<file path="src/rtl/aes_text_out_serializer.sv">
// aes_text_out_serializer
//   Drain side of the AES cipher core result path. Each `done` pulse captures
//   the DATA_W-bit `text_out` block into a 2-entry block FIFO. Buffered blocks
//   are streamed out as OUT_W-bit words, most-significant word first, over a
//   valid/ready handshake.
//
//   Optional build macro: AES_SER_PARITY_EN adds m_parity (per-byte XOR of
//   m_data, registered alongside it).
//
// Ports:
//   clk       rising-edge clock
//   rst       synchronous active-high reset
//   done      one-cycle pulse from the core; text_out valid in that cycle
//   text_out  ciphertext block
//   m_valid   output word valid
//   m_ready   consumer accepts the word when m_valid && m_ready
//   m_data    current output word
//   m_last    high with the final word of a block
//   busy      high while any block is buffered or streaming
//   overrun   one-cycle pulse when a done is dropped because the buffer is full
//   m_parity  (AES_SER_PARITY_EN only) even parity per byte of m_data
module aes_text_out_serializer #(
  parameter int DATA_W = 128,
  parameter int OUT_W  = 32
) (
  input  logic              clk,
  input  logic              rst,
  input  logic              done,
  input  logic [DATA_W-1:0] text_out,
  output logic              m_valid,
  input  logic              m_ready,
  output logic [OUT_W-1:0]  m_data,
  output logic              m_last,
  output logic              busy,
  output logic              overrun
`ifdef AES_SER_PARITY_EN
  ,
  output logic [OUT_W/8-1:0] m_parity
`endif
);

  localparam int NWORDS = DATA_W / OUT_W;
  localparam int IW     = (NWORDS > 1) ? $clog2(NWORDS) : 1;

  typedef enum logic [0:0] {IDLE, STREAM} state_t;

  state_t              state, state_n;
  logic [DATA_W-1:0]   entries   [2];
  logic [DATA_W-1:0]   entries_n [2];
  logic                wptr, wptr_n, rptr, rptr_n;
  logic [1:0]          count, count_n;
  logic [IW-1:0]       idx, idx_n;
  logic [OUT_W-1:0]    m_data_n;
  logic                m_last_n, busy_n, overrun_n;
  logic                hs, pop, capture;
  logic [DATA_W-1:0]   sel;

  assign m_valid = (state == STREAM);

  // Outputs are computed from the next-state view of the buffer so that a
  // capture into an empty buffer presents word 0 on the following cycle.
  always_comb begin
    hs        = m_valid && m_ready;
    pop       = hs && (idx == IW'(NWORDS - 1));
    // A pop of the last word frees a slot in the same cycle, so a full buffer
    // can still accept the block.
    capture   = done && ((count != 2'd2) || pop);
    overrun_n = done && !capture;

    entries_n = entries;
    wptr_n    = wptr;
    rptr_n    = rptr;
    count_n   = count;
    idx_n     = idx;

    if (capture) begin
      entries_n[wptr] = text_out;
      wptr_n          = ~wptr;
    end
    if (pop) begin
      rptr_n = ~rptr;
    end
    if (capture && !pop) begin
      count_n = count + 2'd1;
    end else if (!capture && pop) begin
      count_n = count - 2'd1;
    end
    if (hs) begin
      idx_n = pop ? '0 : idx + IW'(1);
    end

    state_n  = (count_n != 2'd0) ? STREAM : IDLE;
    busy_n   = (count_n != 2'd0);
    sel      = entries_n[rptr_n] << (int'(idx_n) * OUT_W);
    m_data_n = (state_n == STREAM) ? sel[DATA_W-1 -: OUT_W] : '0;
    m_last_n = (state_n == STREAM) && (idx_n == IW'(NWORDS - 1));
  end

`ifdef AES_SER_PARITY_EN
  logic [OUT_W/8-1:0] parity_n;

  always_comb begin
    parity_n = '0;
    for (int unsigned k = 0; k < OUT_W / 8; k++) begin
      parity_n[k] = ^m_data_n[8*k +: 8];
    end
  end

  always_ff @(posedge clk) begin
    if (rst) begin
      m_parity <= '0;
    end else begin
      m_parity <= parity_n;
    end
  end
`endif

  always_ff @(posedge clk) begin
    if (rst) begin
      state      <= IDLE;
      entries[0] <= '0;
      entries[1] <= '0;
      wptr       <= 1'b0;
      rptr       <= 1'b0;
      count      <= 2'd0;
      idx        <= '0;
      m_data     <= '0;
      m_last     <= 1'b0;
      busy       <= 1'b0;
      overrun    <= 1'b0;
    end else begin
      state      <= state_n;
      entries[0] <= entries_n[0];
      entries[1] <= entries_n[1];
      wptr       <= wptr_n;
      rptr       <= rptr_n;
      count      <= count_n;
      idx        <= idx_n;
      m_data     <= m_data_n;
      m_last     <= m_last_n;
      busy       <= busy_n;
      overrun    <= overrun_n;
    end
  end

endmodule
</file>
<file path="config.mk">
export PLATFORM = sky130hd
export DESIGN_NAME = aes_text_out_serializer
export DESIGN_NICKNAME = d
export VERILOG_FILES = /design/src/rtl/aes_text_out_serializer.sv
export SDC_FILE = /design/constraint.sdc
export NUM_CORES = 1
export LEC_CHECK = 0
export BUFFER_PORTS_ARGS = -buffer_cell sky130_fd_sc_hd__buf_2
export CAP_MARGIN = 30
export CORE_MARGIN = 1
export CORE_UTILIZATION = 43
export CTS_BUF_LIST = sky130_fd_sc_hd__clkbuf_16
export DETAILED_ROUTE_END_ITERATION = 7
export SYNTH_ARGS = -nofsm -noshare
export SYNTH_HDL_FRONTEND = slang
export SYNTH_SLANG_ARGS = --single-unit
</file>
<file path="constraint.sdc">
create_clock -name clk -period 2.5 [get_ports clk]
set_clock_uncertainty 0.05 [all_clocks]
set_input_delay 0.25 -clock clk [delete_from_list [all_inputs] [get_ports clk]]
set_output_delay 0.25 -clock clk [all_outputs]
set_load 0.02 [all_outputs]
</file>
# == After elaboration in Yosys (flattened, before gate mapping) ==
# Index checks and enable logic that the tools add are counted.
# op_classes
eq_ne,3
n_addsub,3
shift,1
reduce_logical,13
order_cmp,3
muxes,13
n_bitwise,5
# ops
cell,n
$mux W128,4
$bwmux W256,1
$mux W256,1
$demux W128 S1,1
$shl A128 B7 Y128,1
$logic_and A1 B1 Y1,8
$mux W2,4
$add A2 B1 Y2 const B,2
$eq A2 B2 Y1 const B,2
$ge A2 B2 Y1 const B,2
$not A1 Y2,2
$not A1 Y1,3
$logic_not A1 Y1,2
$lt A2 B1 Y1 const B,1
$mux W1,2
$ne A2 B2 Y1 const B,1
$reduce_bool A2 Y1,1
$reduce_or A2 Y1,1
$sub A2 B1 Y2 const B,1
$logic_or A1 B1 Y1,1
# totals
elab_cells,52
inputBits,132
out_inout_bits,36
reg_bits,298

# == Logic depth before layout (Yosys ltp) ==
# logic_depth
ltp_word,12
ltp_mapped,11
mapped_depth_nobuf,8

# == Least setup slack after synthesis ==
# Ideal clock, no wire load.
# synth_path
kind,reg-to-reg
startpoint,register count[0]
endpoint,register m_data[30]
path_slack_ns,0.325
stages_incl_launch_ff,12
setup_ns,0.116
path_buffers,3
required_time_ns,2.334
period_less_slack_ns,2.175
arrival_ns,2.009
cell_sequence,dfxtp_1 -> inv_1 -> ha_1 -> buf_2 -> a31oi_1 -> nand3_1 -> o31a_1 -> buf_4 -> buf_2 -> o21ai_0 -> o22ai_1 -> o211a_1
# synth_via
elab_chain_cells,11
word_cells_on_any_way,19
cone_classes,add/sub (2); eq/ne (1); shift (1); mux (7); bitwise (1); reduce/logical (7)
# synth_rtl
item,line,rtl
from (decl),51,"logic [1:0] count, count_n;"
from (signal assigned),137,count <= count_n;
"parallel branches: the longest is 11 deep, another holds $mux W256",--,
to (signal assigned),139,m_data <= m_data_n;
to (decl),32,"output logic [OUT_W-1:0] m_data,"
# Several ways; the timed one is not identified. The select of a mux whose other input is x is not followed.
# A chain may end at the register's enable or synchronous reset.

# == Final worst setup path ==
# layout_path
startpoint,register count[0]
endpoint,register m_data[24]
# Same word-level chain as after synthesis.

==> qor.csv <==
stage,metric,value,unit
status,status,finished clean,
power_and_ir_drop,p_sw,3380,uW
placement,place_congestion,0.819,
route,ant_nets,0,
logic_synthesis,ys_types,50,
route,first_pass_iters,5,
logic_synthesis,synthesis.nets,1619,
sta,tightest_slew,0.572,ns
clock_tree,cts_buffers,31,
grt,grt_pass1_wl,64200,microns
placement,io_buffers,167,
route,via_per_inst,5.52,
power_and_ir_drop,combPwrFrac,17.8,%
logic_synthesis,yosys-top-cells-area,"dfxtp_1, nand2_1, a21oi_1",
setup_path,crit_path_max_incr_delay,0.38,ns
grt,antenna_found_initial,3,
logic_synthesis,synth-edff-count,0,
sta,fmax,423,MHz
power_and_ir_drop,p_clk_share,40.5,%
setup_path,start_kind,register,
die,die_h,173,microns
setup_path,critical_path_class,register to register,
logic_synthesis,synth.largest_area_cell,dfxtp_1,
setup_path,r2r_setup_slack,0.14,ns
logic_synthesis,synth.top_cell.area_share,47.4,%
grt,overflow,0,
sta,fin_crit,2.36,ns
die,ioPinCount,168,
die,initial_core_util,43.7,%
sta,slew-limit-headroom,61.9,%
final_layout,fillerInstances,2636,
route,via_count,11876,
setup_path,critical_path_arrival,2.72,ns
setup_path,path_cells,inv_1 > ha_1 > a31oi_2 > nand3_1 > o31a_2 > or2_1 > buf_4 > o221ai_1 > a221oi_2,
placement,placed_area,14000,sq um
sta,finalHoldViolations,0,
placement,dpl.hpwl,26000,microns
power_and_ir_drop,swShare,27.3,%
flow_run,drv_cap,0,
route,wl_per_cell,19.3,microns
logic_synthesis,synthArstFlopShare,0,%
setup_path,cp_top_family,compound AO/OA/AOI/OAI gates,
logic_synthesis,synth_ff_type,dfxtp_1,
route,drt_iter0_drc,1096,
power_and_ir_drop,vdd_drop_max,0.503,mV
clock_tree,cts.path.max_buffers,3,
grt,grt_max_degree,117,
grt,grtUsageTotal,26.8,%
die,rows,62,
setup_path,cp.required,2.86,ns
clock_tree,tritoncts,yes,
clock_tree,cts_max_level,1,
sta,setup_tns,0,ns
final_layout,final_common_cell,nand2_1,
sta,min_period_over_period,94.5,%
clock_tree,post_cts_buffers,0,
logic_synthesis,yosys_register_bits,297,
final_layout,drive_above_1_share,18.6,%
logic_synthesis,syn_area_per_cell,8.44,sq um
sta,setup_violations,0,
clock_tree,worstSkewPairLatency,0.56,ns
route,drc,0,
grt,grt_pass1_vias,11172,
worst_hold_path,min_path_type,input port to register,
final_layout,syn_to_final_growth,30.9,%
power_and_ir_drop,internal_power,9010,uW
die,core_area,28700,sq um
setup_path,endpoint_kind,register,
die,dieArea,29800,sq um
power_and_ir_drop,pwr-share-seq,41.8,%
route,routed_wl,41500,microns
logic_synthesis,syn_inst,1485,
logic_synthesis,syn_area,12500,sq um
setup_path,slowest_stage,dfxtp_1,
logic_synthesis,yosysWarnings,0,
final_layout,design_area,16400,sq um
die,die_x,173,microns
final_layout,layout_common_cells,"nand2_1, dfxtp_1, a21oi_1",
setup_path,path_buf_inv,2,
final_layout,final_nets,1875,
clock_tree,clk_pin_slew,0.06,ns
clock_tree,cts_sinks,297,
sta,drv_slew,0,
sta,holdWs,0.0355,ns
power_and_ir_drop,leakage,0.00646,uW
logic_synthesis,yosysSeqAreaShare,47.4,%
clock_tree,cts_root_buffer,clkbuf_16,
power_and_ir_drop,cellPowerDensity,755,nW/um^2
setup_path,cp_max_fo,16,
## power by group through the flow
stage	clock [uW]	sequential [uW]	combinational [uW]
after global routing	5270	5200	2370
final	5010	5170	2200
after CTS	5070	5170	2170
after global placement	0	5270	1990
after floorplan	0	5310	1220
after detailed placement	0	5270	2010
## per-layer routing
| metal | vias to the layer above | GRT usage [%] | wire length (microns) |
|---|---|---|---|
| li1 | 5733 | - | - |
| met1 | 5663 | 40.6 | 20200 |
| met2 | 420 | 39.1 | 17700 |
| met3 | 58 | 4.20 | 2860 |
| met4 | 2 | 7.26 | 748 |
| met5 | - | 0 | 9 |
## cells by family after synthesis
group / count (synthesis) / share of synthesized area [%]
AND/OR/NAND/NOR: 517 / 15.9
AO/OA/AOI/OAI: 461 / 25.7
flip-flops: 297 / 47.4
buffers and inverters: 137 / 5.14
multiplexers: 67 / 5.37
XOR/XNOR: 4 / 0.279
adder cells (fa/ha/maj): 2 / 0.200
## stage by stage
stage	instances	setup WS [ns]	power (uW)	util [%]
after floorplan	1485	0.325	6530	-
after global placement	1964	0.157	7260	48.7
after detailed placement	1964	0.125	7280	48.7
after CTS	2149	0.0929	12400	57.0
after global routing	2149	-0.0177	12800	57.2
final	2150	0.138	12400	57.2
## cell usage after synthesis, types with 2 or more instances
cell type	number
o221ai_1	31
dfxtp_1	297
xnor2_1	4
or3_1	2
mux2i_1	65
inv_1	2
a21oi_1	195
o22ai_1	37
o22a_1	90
nor2_1	104
buf_6	8
a221oi_2	26
clkbuf_1	78
buf_4	6
buf_1	4
ha_1	2
a31oi_1	2
or2_1	2
o211ai_1	31
nand3_1	3
o21ai_0	32
nand2_1	395
mux2_2	2
nor3_1	2
buf_2	37
a221oi_1	4
## final timing paths
check,endpoint,cells past startpoint,from
min,wptr$_SDFFE_PP0N_,4,done
max,m_data[24]$_SDFF_PP0_,9,count[0]$_SDFF_PP0_
max reg2reg,m_data[24]$_SDFF_PP0_,9,count[0]$_SDFF_PP0_
min reg2reg,entries[168]$_SDFF_PP0_,2,entries[168]$_SDFF_PP0_
## flip-flops by register name (all words and copies together), names as in the netlist
signal / count
overrun: 1
count: 2
wptr: 1
busy: 1
m_last: 1
idx: 2
m_data: 32
rptr: 1
entries: 256
## area by class of cell
class | instances | area, sq um | share of cell area [%]
antenna | 1 | 2.50 | 0.0152
clock buffer | 31 | 776 | 4.73
sequential | 297 | 5950 | 36.2
inverter | 3 | 11.3 | 0.0686
multi-input combinational | 1051 | 6060 | 36.9
timing repair buffer | 357 | 2820 | 17.2
clock inverter | 26 | 328 | 2.00
tap | 384 | 480 | 2.93
## what timing repair did
action	4_1_cts	5_1_grt
resized for setup	0	9
hold endpoints to repair	254	0
endpoints found under the setup margin	0	14
hold buffers	128	0
## worst min-delay path, cell delays in order
cell,delay [ns]
buf_2,0.15
nand2_1,0.07
nand2_1,0.06
a21oi_1,0.06
Power figures use the tool's default switching activity.
